--- src/rtl/pipeline_defs.sv ---
// Shared definitions for the PCIMID pipeline front end: default widths,
// bubble word and reset PC, plus the per-edge fetch action encoding.
package pipeline_defs;

  localparam int          DEF_ADDR_W   = 8;
  localparam int          DEF_DATA_W   = 32;
  localparam int          DEF_CNT_W    = 16;
  localparam logic [31:0] DEF_NOP_WORD = 32'h0000_0000;
  localparam logic [7:0]  DEF_RESET_PC = 8'h00;

  // What the fetch stage does on a given clock edge (reset handled separately).
  typedef enum logic [2:0] {
    ACT_NORMAL  = 3'd0,  // advance PC, capture fetched word
    ACT_STALL   = 3'd1,  // hold PC and IF/ID
    ACT_FLUSH   = 3'd2,  // bubble IF/ID, advance PC
    ACT_FLUSH_H = 3'd3,  // bubble IF/ID, hold PC (flush under stall)
    ACT_BRANCH  = 3'd4   // redirect PC, bubble IF/ID
  } fetch_act_e;

endpackage

--- src/rtl/ifid_reg.sv ---
// IF/ID pipeline register: instruction, PC+1 and valid, with hold and bubble
// controls. Bubble wins over hold; reset wins over both.
module ifid_reg #(
  parameter int                ADDR_W   = 8,
  parameter int                DATA_W   = 32,
  parameter logic [DATA_W-1:0] NOP_WORD = '0
) (
  input  logic              clk,
  input  logic              reset,
  input  logic              hold,
  input  logic              bubble,
  input  logic [DATA_W-1:0] instr_p0,
  input  logic [ADDR_W-1:0] pcplus1_p0,
  output logic [DATA_W-1:0] instr_p1,
  output logic [ADDR_W-1:0] pcplus1_p1,
  output logic              vld_p1
);

  // Stage p0 -> p1: capture the fetched word, insert a bubble, or hold.
  always_ff @(posedge clk) begin
    if (reset || bubble) begin
      instr_p1   <= NOP_WORD;
      pcplus1_p1 <= '0;
      vld_p1     <= 1'b0;
    end else if (!hold) begin
      instr_p1   <= instr_p0;
      pcplus1_p1 <= pcplus1_p0;
      vld_p1     <= 1'b1;
    end
  end

endmodule

--- src/rtl/fetch_stage.sv ---
// Instruction-fetch front end: PC register driving the combinational
// instruction memory, IF/ID register for decode, and a count of valid
// instructions delivered to IF/ID.
module fetch_stage
  import pipeline_defs::*;
#(
  parameter int                ADDR_W   = DEF_ADDR_W,
  parameter int                DATA_W   = DEF_DATA_W,
  parameter logic [ADDR_W-1:0] RESET_PC = ADDR_W'(DEF_RESET_PC),
  parameter logic [DATA_W-1:0] NOP_WORD = DATA_W'(DEF_NOP_WORD),
  parameter int                CNT_W    = DEF_CNT_W
) (
  input  logic              clk,
  input  logic              reset,
  input  logic              Stall,
  input  logic              Flush,
  input  logic              BranchTaken,
  input  logic [ADDR_W-1:0] BranchTarget,
  input  logic [DATA_W-1:0] InstructionIn,
  output logic [ADDR_W-1:0] Address,
  output logic [DATA_W-1:0] InstructionOut,
  output logic [ADDR_W-1:0] PCPlus1Out,
  output logic              ValidOut,
  output logic [CNT_W-1:0]  FetchCount
);

  logic [ADDR_W-1:0] pc_p0;
  logic [ADDR_W-1:0] pc_inc_p0;
  logic [CNT_W-1:0]  cnt;
  fetch_act_e        act;

  // PC+1 wraps naturally at 2^ADDR_W.
  assign pc_inc_p0 = pc_p0 + {{(ADDR_W-1){1'b0}}, 1'b1};

  // Resolve the per-edge action: branch over flush over stall over normal.
  always_comb begin
    act = ACT_NORMAL;
    if (BranchTaken)      act = ACT_BRANCH;
    else if (Flush)       act = Stall ? ACT_FLUSH_H : ACT_FLUSH;
    else if (Stall)       act = ACT_STALL;
  end

  // Stage p0: program counter, registered so Address has no input path.
  always_ff @(posedge clk) begin
    if (reset) begin
      pc_p0 <= RESET_PC;
    end else begin
      case (act)
        ACT_BRANCH:              pc_p0 <= BranchTarget;
        ACT_STALL, ACT_FLUSH_H:  pc_p0 <= pc_p0;
        default:                 pc_p0 <= pc_inc_p0;
      endcase
    end
  end

  // Count only edges that load a real instruction into IF/ID.
  always_ff @(posedge clk) begin
    if (reset)                  cnt <= '0;
    else if (act == ACT_NORMAL) cnt <= cnt + {{(CNT_W-1){1'b0}}, 1'b1};
  end

  ifid_reg #(
    .ADDR_W   (ADDR_W),
    .DATA_W   (DATA_W),
    .NOP_WORD (NOP_WORD)
  ) u_ifid (
    .clk        (clk),
    .reset      (reset),
    .hold       (act == ACT_STALL),
    .bubble     (BranchTaken || Flush),
    .instr_p0   (InstructionIn),
    .pcplus1_p0 (pc_inc_p0),
    .instr_p1   (InstructionOut),
    .pcplus1_p1 (PCPlus1Out),
    .vld_p1     (ValidOut)
  );

  assign Address    = pc_p0;
  assign FetchCount = cnt;

endmodule
--- config.mk ---
export PLATFORM = sky130hd
export DESIGN_NAME = fetch_stage
export DESIGN_NICKNAME = d
export VERILOG_FILES = /design/src/rtl/pipeline_defs.sv /design/src/rtl/ifid_reg.sv /design/src/rtl/fetch_stage.sv
export SDC_FILE = /design/constraint.sdc
export NUM_CORES = 1
export LEC_CHECK = 0
export CAP_MARGIN = 20
export CORE_MARGIN = 2
export CORE_UTILIZATION = 25
export DETAILED_ROUTE_END_ITERATION = 16
export SLEW_MARGIN = 40
export SYNTH_ARGS = -nofsm -noshare
export SYNTH_HDL_FRONTEND = slang
export SYNTH_SLANG_ARGS = --single-unit
--- constraint.sdc ---
create_clock -name clk -period 6 [get_ports clk]
set_clock_uncertainty 0.1 [all_clocks]
set_input_delay 1.8 -clock clk [delete_from_list [all_inputs] [get_ports clk]]
set_output_delay 1.8 -clock clk [all_outputs]
set_load 0.1 [all_outputs]
---- Yosys cells after proc, flatten, opt, wreduce, memory -nomap -nowiden ----
Index checks and enable logic that the tools add are counted.
cells by class
  add/subtract/negate cells ............... 2
  equal/unequal tests ..................... 3
  mux-type cells .......................... 5
  reduce and logical (&&, ||, !) cells .... 4
operators with widths
  operator                                                          number
  16-bit by 1-bit adder with 16-bit output (second input constant)  1
  8-bit case mux with 2 select lines                                1
  8-bit by 1-bit adder with 8-bit output (second input constant)    1
  3-bit by 1-bit == test with 1-bit output (second input constant)  1
  3-bit by 2-bit == test with 1-bit output (second input constant)  1
  3-bit == test (second input constant)                             1
  3-bit zero test                                                   1
  3-bit two-way mux                                                 1
  1-bit logical OR                                                  2
  1-bit two-way mux                                                 2
  2-bit two-way mux                                                 1
  2-bit OR reduction                                                1
storage, ports and cells
  bits in registers ....................... 65
  bits of input ports ..................... 45
  output and inout port bits .............. 65

---- Logic depth before layout (Yosys ltp) ----
Gate-level depths: netlist (run 1).
  depth after elaboration ................. 6
  gate-level depth with buffers ........... 6
  depth with buffers taken out ............ 5

---- Hierarchy ----
From an unflattened synthesis (run 1), not the netlist that was laid out.
unflattened totals
  cells, all modules ...................... 280
  area, all modules ....................... 2753.9 µm²
by module, submodules not included
  module       times used  cells each  area each (µm²)  seq. area each (µm²)
  ifid_reg     1           134         1493.9           820.8
  fetch_stage  1           146         1260.0           480.5

---- Worst setup path before layout (run 1) ----
OpenSTA, ideal clock, no wires.
  path kind ............................... input -> register
  start ................................... in Stall
  end ..................................... reg cnt[15] (netlist: FetchCount[15])
  data arrival time ....................... 3382 ps
  setup slack ............................. 2447 ps
  stages on the path ...................... 6
  path buffers ............................ 2
  cells stage by stage .................... buf_6 -> or4b_4 -> or2_1 -> clkbuf_2 -> or4_1 -> a21oi_1
on the way
  word-level cells in the longest chain between the ends .. 4
ends and longest elaborated chain
  item                    RTL line                              text
  start: declaration      fetch_stage.sv:15                     input logic Stall,
  1-bit two-way mux       fetch_stage.sv:39, fetch_stage.sv:40
  2-bit two-way mux *     fetch_stage.sv:39                     else if (Flush) act = Stall ? ACT_FLUSH_H : ACT_FLUSH;
  3-bit two-way mux *     fetch_stage.sv:38                     if (BranchTaken) act = ACT_BRANCH;
  3-bit zero test *       fetch_stage.sv:59                     else if (act == ACT_NORMAL) cnt <= cnt + {{(CNT_W-1){1'b0}}, 1'b1};
  end signal: assignment  fetch_stage.sv:59
  end: declaration        fetch_stage.sv:29                     logic [CNT_W-1:0] cnt;
Mark *: on every way between the ends. The rest lies on a longest branch, timed or not.
A chain may end at the register's enable or synchronous reset.

---- Worst setup path in the final report (run 1) ----
  start ................................... in BranchTaken
  end ..................................... reg cnt[15] (netlist: FetchCount[15])
on the way
  word-level cells in the longest chain between the ends .. 2
ends and longest elaborated chain
  item                RTL line           text
  start: declaration  fetch_stage.sv:17  input logic BranchTaken,
  3-bit two-way mux   fetch_stage.sv:38
  3-bit zero test     fetch_stage.sv:59
Every way passes these cells.

==> summary.txt, run 1 <==
Final layout
  • Commonest non-fill, non-tap cell in the layout: buf_2
  • Fraction of layout cells with a size suffix above 1: 33.3%
  • Multi-input logic area: 1180 sq um
  • Final Util: 35.8%
  • Ant. Diodes: 0
  • Area Overhead vs Synth: 40.7%
  • Storage cell area: 1300 sq um
  • Total Nets Final: 403
  • Fillers: approximately 1100
  • Most frequent cells in the layout: 66 x buf_2, 65 x dfxtp_1, 42 x clkdlybuf4s50_1, 34 x o221a_2, 18 x nor2_1

Clock tree
  • Clock sinks: between 60 and 70
  • Clock-pin slew on the worst setup and hold paths: 0.07 ns
  • Clk buf depth: 2
  • Worst skew pair latency: 0.33 ns
  • CTS Buf Count: 9
  • Hold-fix buffers at CTS: 0
  • Htree depth: 3
  • Post-CTS Setup Inserts: 0
  • Post_cts resized: 0
  • CTS tree: done
  • Root Buffer: clkbuf_8

Global route
  • Number of global-route vias before repair: 2122
  • Largest net degree at the start of global routing: 56
  • Initial antenna violation count: 0
  • Total GRT Usage: between 10% and 20%
  • Overflow after GRT: 0
  • First-pass GRT wire length: 10900 microns

Critical path
  • Worst setup SP type: primary input
  • CP startpoint: BranchTaken
  • Worst flop-to-flop path endpoint: FetchCount[14]
  • Critical Path AT: 4.29 ns
  • R2R Setup Slk: 3.88 ns
  • Max FO, Critical Path: 21
  • Worst setup EP type: flop
  • Req. time, crit path: approximately 6 ns
  • Reg2reg path depth: 5
  • Kind of critical path: in2reg
  • Worst r2r src: FetchCount[0]

Synth
  • Register area share after synthesis: 50.0%
  • Synth warnings: 0
  • Top cell type's share of synthesized area: 50.0%
  • Yosys top cell by area: dfxtp_1
  • Mapped cell area: 2600 sq um
  • Syn_nets: 301
  • Syn avg cell area: 10.2 sq um
  • Yosys reg bits: 65
  • Yosys cell types: 33
  • Syn Inst Count: 254
  • Main area contributors after synthesis: dfxtp_1 50%, o221a_2 15%, xnor2_1 3.4%, xor2_1 3.4%, nor2_1 2.6%

Timing
  • RSZ-0062 raised after global routing: false
  • Slew Viols, Final: 0
  • Relative slew slack: 47.1%
  • Worst setup margin: between 1.5 and 2 ns
  • Final min period: 4.13 ns
  • Final setup fails: 0
  • Fmax: 242 MHz
  • Final hold vios: 0
  • Setup TNS: 0 ns
  • Slew @ Worst Pin: 0.791 ns
  • Final worst-path cycle share: just under 70%

Placed design
  • Place WS: ~1.5 ns
  • Detailed-placement wirelength estimate: 4760 microns
  • Routability Congestion: between 0.7 and 0.8
  • I/O Buffers: 109

Floorplanning
  • Die area: about 11000 sq um
  • Height of the die: roughly 110 microns
  • Starting Density: between 20% and 30%
  • Die X: 106 microns
  • Core Area: 10200 sq um
  • # IOs: 110
  • Core Rows: 37

Power and ir drop
  • Design Power: 1.01 mW
  • Pleak: 1.53 nW
  • VDD IR max: ~0.076 mV
  • Pwr Density: 275 nW/um^2

Worst hold path
  • Worst hold path startpoint: u_ifid.vld_p1
  • Worst hold path type: reg2reg
  • Depth of the worst hold-timing path: 2
  • Hold EP: u_ifid.vld_p1

Route
  • Vias: 2283
  • Via-to-Cell Ratio: 4.60
  • DR iter-0 viols: 96
  • First-pass DRT Iterations: 4
  • DRC: 0
  • Routed WL per cell: 14.0 microns
  • Final ANT Viol Nets: 0
  • Final wirelength: a little under 7000 microns

Flow run
  • MaxCap Viol Count: 0

Outcome
  • Status: completed
[critical path, stage by stage]
cell and delay, ns:
clkdlybuf4s50_1 0.82, or4b_4 0.73, or2_1 0.32, or4_1 0.48
a21oi_1 0.14
[cell type report]
cell class              instances  share of cell area (%)
clock buffers                  12                    4.24
clock inverters                 3                    1.09
inverters                      12                    1.23
multi-input cells             157                    32.1
flip-flops and latches         65                    35.5
well taps                     136                    4.65
repair buffers                111                    21.1
[per-stage QoR]
| stage | hold WS (ns) | area, sq um | cells |
|---|---|---|---|
| 4_1_cts | 0.346 | 3660 | 496 |
| 2_1_floorplan | 0.780 | 2600 | 254 |
| 5_1_grt | 0.387 | 3660 | 496 |
| 6_report | 0.348 | 3660 | 496 |
| 3_5_place_dp | 0.336 | 3470 | 481 |
| 3_3_place_gp | 0.334 | 3790 | 481 |
[Yosys cell counts]
library cell	number
nor3_1	6
a21o_1	2
o21ai_0	5
or4b_4	1
or4_1	4
nand2b_1	1
nor2_1	18
clkbuf_1	14
nor4b_2	1
clkbuf_2	1
or3_1	5
o21a_1	3
a221oi_1	6
mux2i_1	3
inv_1	12
xor2_1	10
and4_1	2
a21oi_1	13
nand2_1	10
o31ai_1	3
ha_1	2
or2_1	1
nor4_1	1
nand3_1	8
buf_1	4
buf_6	1
nand4_1	4
dfxtp_1	65
and3_1	2
and4b_1	1
o221a_2	34
nor2b_1	1
xnor2_1	10
[cell families (layout without fill, tap and decap cells)]
| group | Yosys count | count (layout) | synth area share (%) |
|---|---|---|---|
| AO/OA/AOI/OAI | 66 | 66 | 22.5 |
| XOR/XNOR | 20 | 20 | 6.73 |
| adder cells (fa/ha/maj) | 2 | 2 | 0.962 |
| buffers and inverters | 32 | 138 | 4.95 |
| flip-flops | 65 | 65 | 50.0 |
| multiplexers | 3 | 3 | 1.15 |
| AND/OR/NAND/NOR | 66 | 66 | 13.7 |
[flip-flops by register name (all words and copies together) (netlist names)]
name and count:
u_ifid.instr_p1 32, Address 8, u_ifid.pcplus1_p1 8, FetchCount 16, u_ifid.vld_p1 1
[routing by layer]
layer	part of all wire [%]	GRT usage, %	wire [microns]	up-vias
met5	0	0	0	-
met4	1.9	5.17	130	0
met3	6.2	4.35	430	13
met2	44	18.1	3070	83
met1	48	16.5	3310	1040
li1	-	-	-	1147
[power by group]
group          internal, mW  switching (mW)  total (mW)  leakage [nW]
combinational        0.0501           0.132       0.182         0.894
clock                 0.211           0.158       0.369         0.102
sequential            0.445          0.0106       0.455         0.529
total                 0.706           0.301        1.01          1.53
[worst max-delay path by stage]
| stage | endpoint | slack (ns) | cells past startpoint |
|---|---|---|---|
| global placement | FetchCount[15] | 1.55 | 5 |
| floorplan | FetchCount[15] | 2.45 | 6 |
| finish | FetchCount[15] | 1.87 | 5 |
| detailed placement | FetchCount[15] | 1.52 | 5 |
| CTS | FetchCount[15] | 1.89 | 5 |
| global route | FetchCount[15] | 1.76 | 5 |
No activity file was read; power rests on OpenSTA's default activity.
==> run 2: changes to the inputs <==
- clock period: 6 -> 3.99 ns (I/O delays scaled with it)
==> run 2 against run 1 <==
Critical path type unchanged. First-iteration DRC count is 4.2% higher. Worst hold slack better by 0.010 ns. Critical endpoint unchanged. Critical path depth stayed put.
==> summary.txt, run 2 (synthesis gave the netlist of run 1 again) <==
Power and ir drop
  • P_int: 1.18 mW (+66%)
  • VDD IR max: 0.197 mV (+160%)
  • Gate power share: 16.9% (-1.2 points)
  • Clock power frac: 42.2% (+5.5 points)
  • Pleak: 1.57 nW (+2.7%)
  • Switching pwr: 0.501 mW (+67%)
  • Sw Ratio: 29.9% (about the same)
  • Pwr Density: 435 nW/um^2 (+58%)
  • Sequential power share: 40.9% (-4.3 points)

Final layout
  • Total Nets Final: 407 (+0.99%)
  • Commonest non-fill, non-tap cell in the layout: dfxtp_1
  • Most frequent cells in the layout: 65 x dfxtp_1, 50 x buf_4, 43 x clkdlybuf4s50_1, 34 x o221a_2, 22 x buf_2
  • Area Overhead vs Synth: 48.3%
  • Fraction of layout cells with a size suffix above 1: 34.2% (+0.91 points)
  • Fin area: 3860 sq um (+5.4%)
  • Ant. Diodes: 0 (unchanged)
  • Number of flip-flops in the largest register: 32 (unchanged)
  • Finished Layout Cells: 501 (+1.0%)
  • Biggest register: u_ifid.instr_p1

Floorplanning
  • Die X: 106 microns (unchanged)
  • Core Rows: 37 (unchanged)
  • # IOs: 110 (unchanged)
  • Height of the die: 106 microns (unchanged)
  • Die area: 11200 sq um (unchanged)
  • Core Area: 10200 sq um (unchanged)
  • Starting Density: 25.4% (unchanged)

Global route
  • Largest net degree at the start of global routing: 54 (-3.6%)
  • Most Crowded Layer GR: met2
  • Initial antenna violation count: 0 (unchanged)
  • Met2 Use GR: 19.5% (+1.5 points)
  • Overflow after GRT: 0 (unchanged)
  • Total GRT Usage: 12.4% (+0.071 points)
  • Grt met1 use: 16.4% (-0.076 points)
  • First-pass GRT wire length: 11000 microns (+1.1%)
  • Number of global-route vias before repair: 2155 (+1.6%)
  • Met3 GRT Util: 3.68% (-0.67 points)

Clock tree
  • CTS Buf Count: 9 (unchanged)
  • Clock sinks: 65 (unchanged)
  • Worst skew pair latency: 0.34 ns (about the same)
  • Hold-fix buffers at CTS: 0 (unchanged)
  • Root Buffer: clkbuf_8
  • Htree depth: 3 (unchanged)
  • Post-CTS Setup Inserts: 0 (unchanged)
  • CTS tree: done
  • Post_cts resized: 0 (unchanged)
  • Clk buf depth: 2 (unchanged)
  • Clock-pin slew on the worst setup and hold paths: 0.07 ns (about the same)

Timing
  • Fmax: about 330 MHz
  • Final setup fails: 0 (unchanged)
  • Relative slew slack: 61.7% (+15 points)
  • Final min period: 3.05 ns
  • Final hold vios: 0 (unchanged)
  • Slew @ Worst Pin: 0.575 ns (-0.217 ns)
  • Worst setup margin: 0.937 ns (-0.935 ns)
  • Setup TNS: 0 ns (unchanged)
  • Slew Viols, Final: 0 (unchanged)
  • RSZ-0062 raised after global routing: false
  • Final hold slack: 0.358 ns (+0.0103 ns)
  • Final worst-path cycle share: 76.5%

Route
  • DR iter-0 viols: 100 (+4.2%)
  • DRC: 0 (unchanged)
  • Vias: 2354 (+3.1%)
  • Via-to-Cell Ratio: 4.70 (+2.1%)
  • Final ANT Viol Nets: 0 (unchanged)
  • First-pass DRT Iterations: 5 (+1)
  • Routed WL per cell: 14.4 microns (+2.7%)
  • Final wirelength: 7200 microns (+3.7%)

Placed design
  • DP Area: 3610 sq um (+4.1%)
  • Placed cell count: 485 (+0.83%)
  • Detailed-placement wirelength estimate: 4890 microns (+2.8%)
  • Routability Congestion: 0.750 (-4.5%)
  • I/O Buffers: 109 (unchanged)
  • Place WS: 0.588 ns (-0.933 ns)

Critical path
  • Critical Path AT: 3.22 ns (-1.07 ns)
  • Critical path's largest stage delay: 0.55 ns (-0.27 ns)
  • Max FO, Critical Path: 7 (-67%)
  • Crit path cell chain: clkdlybuf4s50_1 -> or4b_4 -> or2_1 -> or4_1 -> a21oi_1
  • Req. time, crit path: 4.16 ns (-2.01 ns)
  • Slowest CP cell: or4b_4
  • Worst setup EP type: flop
  • Worst setup SP type: primary input
  • Kind of critical path: in2reg

Worst hold path
  • Worst hold path type: reg2reg

Outcome
  • Status: completed

Flow run
  • MaxCap Viol Count: 0 (unchanged)
-- run 2: changes by cell type in the layout (fill, tap and decap cells not counted), moves of 2 or more --
cell       delta
bufinv_16     +2
inv_6         +3
clkbuf_8      -2
clkinv_2      -2
buf_4        +47
buf_2        -44
-- run 2: layout make-up --
cell class,instances,area (sq um)
repair buffers,115,916
clock buffers,9,124
flip-flops and latches,65,1300
multi-input cells,157,1180
clock inverters,7,125
fillers,1038,6370
inverters,12,45.0
well taps,136,170
-- run 2: worst paths after layout --
check | startpoint | end | slack [ns] | cells past startpoint
max | Flush | FetchCount[15] | 0.94 | 5
min | u_ifid.vld_p1 | u_ifid.vld_p1 | 0.36 | 2
max reg2reg | FetchCount[2] | FetchCount[15] | 1.88 | 4
min reg2reg | u_ifid.vld_p1 | u_ifid.vld_p1 | 0.36 | 2
-- run 2: power groups by stage --
stage / Clock [mW] / Combinational [mW] / Sequential, mW
5_1_grt: 0.765 / 0.295 / 0.689
3_5_place_dp: 0 / 0.285 / 0.700
4_1_cts: 0.735 / 0.286 / 0.685
3_3_place_gp: 0 / 0.291 / 0.700
2_1_floorplan: 0 / 0.0552 / 0.841
6_report: 0.708 / 0.283 / 0.685
-- run 2: worst max-delay path: cells and delay by family --
family / cells / cell delay (ns)
AND/OR/NAND/NOR: 3 / 1.37
buffers and inverters: 1 / 0.52
AO/OA/AOI/OAI: 1 / 0.14
-- run 2: routing by layer --
layer  vias up  share of wire [%]  wire (microns)
met2        67                 47            3370
li1       1161                  -               -
met1      1120                 47            3380
met4         0               0.74              53
met5         -                  0               0
met3         6                5.5             394
-- run 2: metrics by stage --
step | power [mW] | util (%)
after floorplan | 0.896 | -
after CTS | 1.71 | 37.7
final | 1.68 | 37.7
after global placement | 0.991 | 36.3
after global routing | 1.75 | 37.7
after detailed placement | 0.985 | 35.3
==> RTL edit 1: new RTL, flow settings as in run 2 <==
Register the output `FetchCount` once more, with the module's reset; this adds one clock of latency there. The other outputs are not delayed to match.
--- a/src/rtl/fetch_stage.sv
+++ b/src/rtl/fetch_stage.sv
@@ -76,6 +76,12 @@
   );
 
   assign Address    = pc_p0;
-  assign FetchCount = cnt;
+  always_ff @(posedge clk) begin
+    if (reset) begin
+      FetchCount <= '0;
+    end else begin
+      FetchCount <= cnt;
+    end
+  end
 
 endmodule
Behaviour: not the same (a bounded check fails within 4 cycles, from zero or initial values and one cycle with reset high).
==> RTL edit 1 against run 2 <==
  * Power is 12% higher
  * Worst setup slack better by 200 ps
  * Wire length is 7.5% higher
  * Via count is 5.8% higher
  * Sequential cell count is 16 higher
  * Area after synthesis is 16% higher
  * Final area is 13% higher
  * Global-route usage is 0.79 points lower
  * Highest routed layer unchanged
==> RTL edit 1: results (changes against run 2) <==
| Metric | Value |
|---|---|
| Outcome | `complete, no violations` |
| Mean Syn Cell Area | `10.63 um^2 (+3.8%)` |
| Vias | `2491 (+5.8%)` |
| Setup Buffers After CTS | `0 (unchanged)` |
| RR Endpoint | `cnt[10]` |
| Flop pwr share | `44.7% (+3.8 points)` |
| CP Max Fanout | `7 (unchanged)` |
| Clk Latency, worst-skew pair | `340 ps (about the same)` |
| Multiplexer share of the synthesized area | `1.410% (+0.26 points)` |
| Post-synth ARST share | `0% (unchanged)` |
| All-Layer GR Usage | `11.66% (-0.79 points)` |
| Post-Synth Adder-Cell Area | `0.8292% (-0.13 points)` |
| Largest net degree at the start of global routing | `34 (-37%)` |
| Netlist cell types | `35 (+6.1%)` |
| CTS clk-pin slew, worst paths | `60 ps` |
| Worst reg-to-reg setup slack | `2120 ps (+240 ps)` |
| Pleak | `1.840 nW (+17%)` |
| Max clock buf depth | `2 (unchanged)` |
| Sw frac | `25.75% (-4.1 points)` |
| First-pass GRT wire length | `11.90 mm (+8.1%)` |
| Fillers | `1188 (+14%)` |
| Largest cells by area after synthesis | `dfxtp_1 (54%), o221a_2 (12%), a21oi_1 (3.3%), nor2b_1 (3.3%), xnor2_1 (2.6%)` |
| Cells on Worst Hold Path | `1 (-1)` |
| Comb power | `0.239 mW (-16%)` |
| Cells after DPL | `529 (+9.1%)` |
| Gpl congestion | `0.7965 (+6.2%)` |
| Crit path DAT | `2980 ps (-240 ps)` |
| Post-synthesis compound-gate area fraction | `19.61% (-2.9 points)` |
| WL final | `7.740 mm (+7.5%)` |
| Layout cell share with drive strength beyond 1 | `32.66% (-1.6 points)` |
| RR Startpoint | `cnt[0]` |
| Slew @ Worst Pin | `487.7 ps (-86.88 ps)` |
| Syn Nets | `331 (+10%)` |
| Hold slack | `366.6 ps (+8.519 ps)` |
| Vias in the first global route | `2329 (+8.1%)` |
| Hold_buf cts | `0 (unchanged)` |
| Worst Hold Launch | `u_ifid.vld_p1` |
| Nets | `440 (+8.1%)` |
| DRT Pass-1 Iters | `5 (unchanged)` |
| Post-cts resize count | `0 (unchanged)` |
| Crit-path max cell delay | `600 ps (+50 ps)` |
| Peak supply drop | `0.1716 mV (-13%)` |
| Post-DP HPWL | `5.528 mm (+13%)` |
| Slowest cell on crit path | `clkdlybuf4s50_1` |
| Post-Synth XOR/XNOR Area | `5.224% (-1.5 points)` |
| R2R depth | `5 (+1)` |
| Family with the most delay on the worst path | `simple AND/OR/NAND/NOR gates` |
| Initial antenna violation count | `0 (unchanged)` |
| Wire length per cell | `14.20 um (-1.2%)` |
| Drt initial violations | `124 (+24%)` |
| Root buf cell | `clkbuf_16` |
| Share of the yosys chip area belonging to registers | `53.73% (+3.7 points)` |
| Number of buffers added on ports | `109 (unchanged)` |
| Commonest cells post-synth | `dfxtp_1 (81), o221a_2 (31), a21oi_1 (20)` |
| Max Cap Viol | `0 (unchanged)` |
| Launch point of the worst path | `Flush` |
-- RTL edit 1: stage by stage --
step           utilization, %  power (mW)  setup slack, ps  instance area (um^2)
2_1_floorplan               -       1.007             1564                  3018
3_3_place_gp            34.91       1.095            859.6                  4158
3_5_place_dp            34.28       1.095            783.7                  4083
4_1_cts                 36.74       1.893             1133                  4377
5_1_grt                 36.74       1.946             1005                  4377
6_report                36.74       1.873             1135                  4377
-- RTL edit 1: routing by layer --
layer,vias up,GRT usage [%],routed length [um]
met5,-,0,0
met2,66,18.04,3634
met1,1158,15.02,3511
met3,12,3.454,421
li1,1255,-,-
met4,0,5.285,173
-- RTL edit 1: area by class of cell --
type                       count  area (um^2)  share of cell area [%]
clock buffer                  14        284.0                   6.489
clock inverter                 2        10.01                  0.2287
inverter                       4        15.01                  0.3431
multi-input combinational    180         1311                   29.96
sequential                    81         1622                   37.05
tap                          147        183.9                   4.202
timing repair buffer         117        950.9                   21.73
==> RTL edit 2: new RTL, config.mk and constraints of run 2 <==
Made on the original files. Set the package constant `DEF_CNT_W` to 32 (it was 16).
--- a/src/rtl/pipeline_defs.sv
+++ b/src/rtl/pipeline_defs.sv
@@ -4,7 +4,7 @@
 
   localparam int          DEF_ADDR_W   = 8;
   localparam int          DEF_DATA_W   = 32;
-  localparam int          DEF_CNT_W    = 16;
+  localparam int          DEF_CNT_W    = 32;
   localparam logic [31:0] DEF_NOP_WORD = 32'h0000_0000;
   localparam logic [7:0]  DEF_RESET_PC = 8'h00;
 
Ports: changed (resized FetchCount); port bits go from 110 to 126. No check against the original RTL was run, so the function may have changed too.
==> RTL edit 2 against run 2 <==
  * Final cell count up 27%
  * Hold slack improved by 19 ps
  * Final area up 25%
  * Power rose by 12%
  * Worst setup slack got worse by 380 ps
  * Combinational power decreased by 16%
  * Sequential cell count rose by 16
  * Non-clock buffer count increased by 20
  * Wire length increased by 26%
  * Area after synthesis grew 27%
  * Critical endpoint is now FetchCount[22]
==> RTL edit 2: results (changes against run 2) <==
| Metric | Value |
|---|---|
| Largest cells by area after synthesis | `dfxtp_1 (49%), o221a_2 (11%), a21oi_1 (4.9%), xnor2_1 (2.9%), o21ai_0 (2.9%)` |
| All-Layer GR Usage | `13.06% (+0.61 points)` |
| Met3 wire length | `520 um (+32%)` |
| GRT met2 Usage | `20.37% (+0.83 points)` |
| Vias per cell | `4.760 (+1.3%)` |
| Netlist cell types | `31 (-6.1%)` |
| Outcome | `complete, no violations` |
| DP Area | `4513 um^2 (+25%)` |
| Vias in the first global route | `2821 (+31%)` |
| Drt initial violations | `178 (+78%)` |
| Cells after Synth | `340 (+34%)` |
| Met1 usage | `17.01% (+0.57 points)` |
| First-pass GRT wire length | `14.97 mm (+36%)` |
| Met2 WL | `4.078 mm (+21%)` |
| Gpl congestion | `0.7876 (+5.0%)` |
| Layout cell share with drive strength beyond 1 | `31.33% (-2.9 points)` |
| CP Max Fanout | `19 (+12)` |
| Post-DP HPWL | `6.346 mm (+30%)` |
| Crit-path max cell delay | `580 ps (+30 ps)` |
| Share of the yosys chip area belonging to registers | `49.18% (-0.84 points)` |
| Fillers | `1329 (+28%)` |
| Largest net degree at the start of global routing | `42 (-22%)` |
| Slew HR | `67.07% (+5.4 points)` |
| Int Power | `1.389 mW (+18%)` |
| Cells after DPL | `622 (+28%)` |
RTL edit 2: cell types whose count changed after synthesis, moves of 5 or more:
cell      change
a221oi_1      -6
clkbuf_1     +10
a21oi_1      +19
nand4_1       +5
o21ai_0      +14
dfxtp_1      +16
or4_1         +8
inv_1         -6
o31ai_1       +8
or3_1         +8
RTL edit 2: power by group through the flow:
stage	Clock (mW)	Combinational (mW)	Sequential, mW
after floorplan	0	0.0497	0.958
after global placement	0	0.240	0.855
after detailed placement	0	0.238	0.855
after CTS	0.825	0.240	0.838
after global routing	0.863	0.250	0.840
final	0.803	0.238	0.838
RTL edit 2: cell families after synthesis:
kind of cell / after synthesis / synth area share (%)
flops: 81 / 49.18
fa+ha+maj: 2 / 0.7589
simple gates: 100 / 16.96
compound gates: 101 / 22.92
xor+xnor: 21 / 5.579
mux: 3 / 0.9109
buf+inv: 32 / 3.681
RTL edit 2: final timing paths:
| check | to | slack (ps) | depth (start not counted) | from |
|---|---|---|---|---|
| worst min-delay path | u_ifid.vld_p1 | 380 | 1 | u_ifid.vld_p1 |
| worst max register to register | FetchCount[22] | 1360 | 6 | FetchCount[0] |
| worst max-delay path | FetchCount[22] | 560 | 6 | BranchTaken |
| worst min register to register | u_ifid.vld_p1 | 380 | 1 | u_ifid.vld_p1 |
RTL edit 2: layout make-up:
type / count / area (um^2) / share of cell area, %
Tap cell: 172 / 215.2 / 4.477
Clock buffer: 14 / 284.0 / 5.908
Sequential cell: 81 / 1622 / 33.73
Inverter: 7 / 26.28 / 0.5466
Clock inverter: 2 / 10.01 / 0.2082
Multi-Input combinational cell: 227 / 1564 / 32.54
Timing Repair Buffer: 135 / 1086 / 22.59
